**src/rtl/uart_tx.sv**
```systemverilog
// UART transmitter: 8-bit byte to 8N1 serial frame with built-in baud divider.
// Define UART_TX_PARITY_EN to insert a parity bit (even or odd via PARITY_ODD) before the stop bit.
module uart_tx #(
    parameter int unsigned BPS_DIV    = 868,
    parameter bit          PARITY_ODD = 1'b0
) (
    input  logic       I_clk,
    input  logic       I_rst_n,
    input  logic       I_tx_start,
    input  logic [7:0] I_para_data,
    output logic       O_tx_ready,
    output logic       O_tx_busy,
    output logic       O_tx_done,
    output logic       O_rs232_txd
);

    localparam int unsigned CNT_W = 16;
    localparam int unsigned IDX_W = 3;
    localparam logic [CNT_W-1:0] BAUD_LAST = CNT_W'(BPS_DIV - 1);

    localparam logic [2:0] S_IDLE   = 3'd0;
    localparam logic [2:0] S_START  = 3'd1;
    localparam logic [2:0] S_DATA   = 3'd2;
    localparam logic [2:0] S_STOP   = 3'd3;
`ifdef UART_TX_PARITY_EN
    localparam logic [2:0] S_PARITY = 3'd4;
`else
    localparam bit unused_parity_odd = PARITY_ODD;
`endif

    logic [2:0]       state_q, state_d;
    logic [CNT_W-1:0] cnt_q, cnt_d;
    logic [IDX_W-1:0] bit_idx_q, bit_idx_d;
    logic [7:0]       shift_q, shift_d;
    logic             txd_q, txd_d;
    logic             busy_q, busy_d;
    logic             ready_q, ready_d;
    logic             done_q, done_d;
    logic             baud_wrap;
`ifdef UART_TX_PARITY_EN
    logic             parity_q, parity_d;
`endif

    assign baud_wrap = (cnt_q == BAUD_LAST);

    // Next-state and next-output logic; every bit state lasts exactly BPS_DIV cycles.
    always_comb begin
        state_d   = state_q;
        cnt_d     = baud_wrap ? '0 : cnt_q + CNT_W'(1);
        bit_idx_d = bit_idx_q;
        shift_d   = shift_q;
        txd_d     = txd_q;
        busy_d    = busy_q;
        ready_d   = ready_q;
        done_d    = 1'b0;
`ifdef UART_TX_PARITY_EN
        parity_d  = parity_q;
`endif
        case (state_q)
            S_IDLE: begin
                cnt_d = '0;
                if (I_tx_start) begin
                    state_d   = S_START;
                    shift_d   = I_para_data;
                    bit_idx_d = '0;
                    txd_d     = 1'b0;
                    busy_d    = 1'b1;
                    ready_d   = 1'b0;
`ifdef UART_TX_PARITY_EN
                    parity_d  = (^I_para_data) ^ PARITY_ODD;
`endif
                end
            end
            S_START: begin
                if (baud_wrap) begin
                    state_d = S_DATA;
                    txd_d   = shift_q[0];
                end
            end
            S_DATA: begin
                if (baud_wrap) begin
                    if (bit_idx_q == IDX_W'(7)) begin
`ifdef UART_TX_PARITY_EN
                        state_d = S_PARITY;
                        txd_d   = parity_q;
`else
                        state_d = S_STOP;
                        txd_d   = 1'b1;
`endif
                    end else begin
                        bit_idx_d = bit_idx_q + IDX_W'(1);
                        shift_d   = {1'b0, shift_q[7:1]};
                        txd_d     = shift_q[1];
                    end
                end
            end
`ifdef UART_TX_PARITY_EN
            S_PARITY: begin
                if (baud_wrap) begin
                    state_d = S_STOP;
                    txd_d   = 1'b1;
                end
            end
`endif
            S_STOP: begin
                if (baud_wrap) begin
                    state_d = S_IDLE;
                    done_d  = 1'b1;
                    busy_d  = 1'b0;
                    ready_d = 1'b1;
                end
            end
            default: begin
                state_d = S_IDLE;
                cnt_d   = '0;
                txd_d   = 1'b1;
                busy_d  = 1'b0;
                ready_d = 1'b1;
            end
        endcase
    end

    always_ff @(posedge I_clk or negedge I_rst_n) begin
        if (!I_rst_n) begin
            state_q   <= S_IDLE;
            cnt_q     <= '0;
            bit_idx_q <= '0;
            shift_q   <= '0;
            txd_q     <= 1'b1;
            busy_q    <= 1'b0;
            ready_q   <= 1'b1;
            done_q    <= 1'b0;
        end else begin
            state_q   <= state_d;
            cnt_q     <= cnt_d;
            bit_idx_q <= bit_idx_d;
            shift_q   <= shift_d;
            txd_q     <= txd_d;
            busy_q    <= busy_d;
            ready_q   <= ready_d;
            done_q    <= done_d;
        end
    end

`ifdef UART_TX_PARITY_EN
    always_ff @(posedge I_clk or negedge I_rst_n) begin
        if (!I_rst_n) begin
            parity_q <= 1'b0;
        end else begin
            parity_q <= parity_d;
        end
    end
`endif

    assign O_rs232_txd = txd_q;
    assign O_tx_busy   = busy_q;
    assign O_tx_ready  = ready_q;
    assign O_tx_done   = done_q;

endmodule

```
**config.mk**
```make
export PLATFORM = sky130hd
export DESIGN_NAME = uart_tx
export DESIGN_NICKNAME = d
export VERILOG_FILES = /design/src/rtl/uart_tx.sv
export SDC_FILE = /design/constraint.sdc
export NUM_CORES = 1
export LEC_CHECK = 0
export CORE_MARGIN = 2
export CORE_UTILIZATION = 55
export CTS_CLUSTER_DIAMETER = 80
export DETAILED_ROUTE_END_ITERATION = 8
export GPL_TIMING_DRIVEN = 0
export PLACE_DENSITY_LB_ADDON = 0.2
export SLEW_MARGIN = 20
export SYNTH_ARGS = -nofsm -noshare
export SYNTH_HDL_FRONTEND = slang
export SYNTH_SLANG_ARGS = --single-unit
```
**constraint.sdc**
```tcl
create_clock -name I_clk -period 5 [get_ports I_clk]
set_clock_uncertainty 0.05 [all_clocks]
set_input_delay 1 -clock I_clk [delete_from_list [all_inputs] [get_ports I_clk]]
set_output_delay 1 -clock I_clk [all_outputs]
set_load 0.005 [all_outputs]
```
==> reports/qor.txt <==
Gpl congestion - 0.828
IO buf count - 14
Worst Setup Slack, final - 2.59 ns
Max incr delay on CP - 0.54 ns
Post-CTS setup repair buffer count - 0
Leakage Power - 0.862 nW
Site Rows - 21
Yosys cell types - 45
Vias in the first global route - 1382
Headroom to the max-slew limit - 52.1%
Iteration-0 DRC Markers - 72
Worst slack, placed - 2.42 ns
Compound-gate portion of the synthesized area - 9.72%
Crit path required time - 3.95 ns
Most frequent cells in the layout - dfrtp_1, nand2_1, nor2_1, nand3_1, clkdlybuf4s50_1
Crit path DAT - 1.36 ns
Tmin final - 2.41 ns
Top-Level Pins - 15
Area growth from synthesis to layout - 13.1%
Worst setup EP type - output port
Final slew viol count - 0
DRT antenna net count - 0
Ys flop type - dfrtp_1
Top routing layer used - met4
Met2 wire len - 1.66 mm
Most common cell after layout, fill and taps aside - dfrtp_1
Grt ovf - 0
Post-Route Setup TNS - 0 ns
CTS Hold Buffers Added - 0
Crit share post-route - 48.2%
Largest net degree at the start of global routing - 34
WP buf/inv - 1
# placed instances - 252
Pwr Total - 420 µW
DIE HEIGHT - 61.9 µm
Die width - 61.9 µm
Root buf cell - clkbuf_4
Number of iterations in the first detailed-routing pass - 4
Cells after Synth - 192
Quantity of gates resized following cts - 0
Global-route wire length before repair - 6.00 mm
Final Net Count - 232
Worst slew pin tran - 0.719 ns
Xor-xnor portion of the synthesized cell area - 5.23%
Final std cells w/o fill - 260
CP Class - reg2out
Hold Vio Cnt, Final - 0
VDD IR max - 148 µV
M1 WL - 1.60 mm
Met3 WL - 160 µm
Core area - 3280 µm²
CTS Buf Count - 5
Worst path cell trace - clkdlybuf4s50_1
Initial antenna violation count - 0
Total GRT Usage - 21.6%
Run status - complete, no violations
CTS sink count - 33
Fillers - 303
Antenna diodes - 0
FF-to-FF Start - state_q[0]$_DFFE_PN0P_
Syn_area_per_cell - 9.59 µm²
Mapped Area - 1840 µm²
CP Launch Type - flip-flop
Reg2Reg Setup Slack - 2.96 ns
Final setup violation count - 0
Post-synth ARST share - 100%
Worst Path Max Fanout - 2
Number of synthesized flops with an enable pin - 0
CTS tree - done
Crit path to - O_rs232_txd
Synth Register Bits - 33
Total power per unit cell area - 202 nW/µm²
Share of the synthesized area in the top cell type - 42.1%
Synth warn - 0
Via density - 5.57
Vias post-DR - 1448
Max-cap violations - 0
R2R Path End - shift_q[7]$_DFFE_PN0P_
Share of layout cells above drive strength 1 - 10.7%
Clk pin slew, worst setup/hold paths - 0.10 ns
Fmax - 0.415 GHz
Slowest CP cell - dfstp_2
Area contributors post-synth - dfrtp_1, ha_1, nand3_1, nand2_1, nor2_1
Routed len/inst - 13.3 µm
RSZ-0062 raised after global routing - false
CTS Buffer Depth - 2
Initial Utilization - 56.0%
Placed wire-length estimate - 2.60 mm
Main combinational cell family by area after synthesis - simple AND/OR/NAND/NOR gates
Sequential fraction of the synthesis area - 45.0%
Post-Synth Adder-Cell Area - 5.44%
Post-synthesis simple-gate area fraction - 28.4%
Critical path's top delay family - flip-flops
Remaining DRCs - 0
Post-Syn Nets - 211
Crit path depth - 1
Worst hold slack - 0.424 ns
Largest area contributor in the netlist - dfrtp_1
Worst Hold Class - reg2reg
CP startpoint - O_rs232_txd$_DFFE_PN1P_
R2R cell count - 7
Clock latency on the worst-skew pair - 0.33 ns
Die area - 3830 µm²
H-tree lvl count - 2
Mux contribution to synthesized area - 2.31%
Total routed wirelength - 3.47 mm
==> stage by stage <==
| stage | area, µm² | utilization (%) |
|---|---|---|
| 2_1_floorplan | 1840 | - |
| 3_3_place_gp | 2040 | 62.1 |
| 3_5_place_dp | 2030 | 61.9 |
| 4_1_cts | 2080 | 63.4 |
| 5_1_grt | 2080 | 63.4 |
| 6_report | 2080 | 63.4 |
==> cell families after synthesis <==
family,Yosys count
AND/OR/NAND/NOR,95
flip-flops,33
AO/OA/AOI/OAI,27
buffers and inverters,14
XOR/XNOR,11
adder cells (fa/ha/maj),8
multiplexers,4
==> cell usage after synthesis, types with 4 or more instances <==
cell type,instances
a2bb2oi_1,5
nor2_1,19
a21oi_1,9
xor2_1,4
inv_1,6
or3_1,5
nand2_1,20
o21ai_0,4
ha_1,8
nand4_1,8
dfrtp_1,31
nor3_1,5
nand3_1,18
xnor2_1,7
==> area by class of cell <==
class | instances | area, µm² | share of cell area, %
well taps | 46 | 57.6 | 2.76
flip-flops and latches | 33 | 828 | 39.8
plain buffers | 8 | 48.8 | 2.34
inverters | 6 | 22.5 | 1.08
repair buffers | 14 | 135 | 6.49
multi-input cells | 145 | 941 | 45.2
clock buffers | 8 | 48.8 | 2.34
==> how the worst min path moves through the flow <==
stage | to | startpoint | slack (ns) | depth (start not counted)
floorplan | cnt_q[0]$_DFF_PN0_ | cnt_q[0]$_DFF_PN0_ | 0.40 | 1
CTS | O_tx_ready$_DFFE_PN1P_ | O_tx_ready$_DFFE_PN1P_ | 0.43 | 2
finish | O_tx_ready$_DFFE_PN1P_ | O_tx_ready$_DFFE_PN1P_ | 0.42 | 2
global placement | O_tx_ready$_DFFE_PN1P_ | O_tx_ready$_DFFE_PN1P_ | 0.41 | 2
detailed placement | O_tx_ready$_DFFE_PN1P_ | O_tx_ready$_DFFE_PN1P_ | 0.42 | 2
global route | O_tx_ready$_DFFE_PN1P_ | O_tx_ready$_DFFE_PN1P_ | 0.47 | 2
==> registers in the layout (all words and copies together), names as in the netlist <==
| register | count |
|---|---|
| O_rs232_txd | 1 |
| O_tx_busy | 1 |
| bit_idx_q | 3 |
| O_tx_ready | 1 |
| shift_q | 8 |
| O_tx_done | 1 |
| cnt_q | 16 |
| state_q | 2 |
==> report_power, final <==
group | internal [mW] | switching [mW] | total (mW)
clock network | 0.0560 | 0.0849 | 0.141
registers | 0.267 | 0 | 0.267
logic | 0.00643 | 0.00602 | 0.0124
total | 0.329 | 0.0909 | 0.420
==> worst register-to-register path: stages (launching register included) <==
cell and delay (ns):
dfrtp_1 0.43, inv_1 0.12, ha_1 0.30, mux2i_1 0.41, a21o_1 0.22, buf_2 0.25, a22oi_1 0.12, nand2_1 0.10
==> routing by layer <==
| layer | GRT usage (%) | vias up |
|---|---|---|
| met5 | 0 | - |
| met4 | 7.90 | 0 |
| met3 | 6.00 | 6 |
| met2 | 34.7 | 26 |
| met1 | 27.8 | 695 |
| li1 | - | 721 |
(Power assumes the default switching activity.)
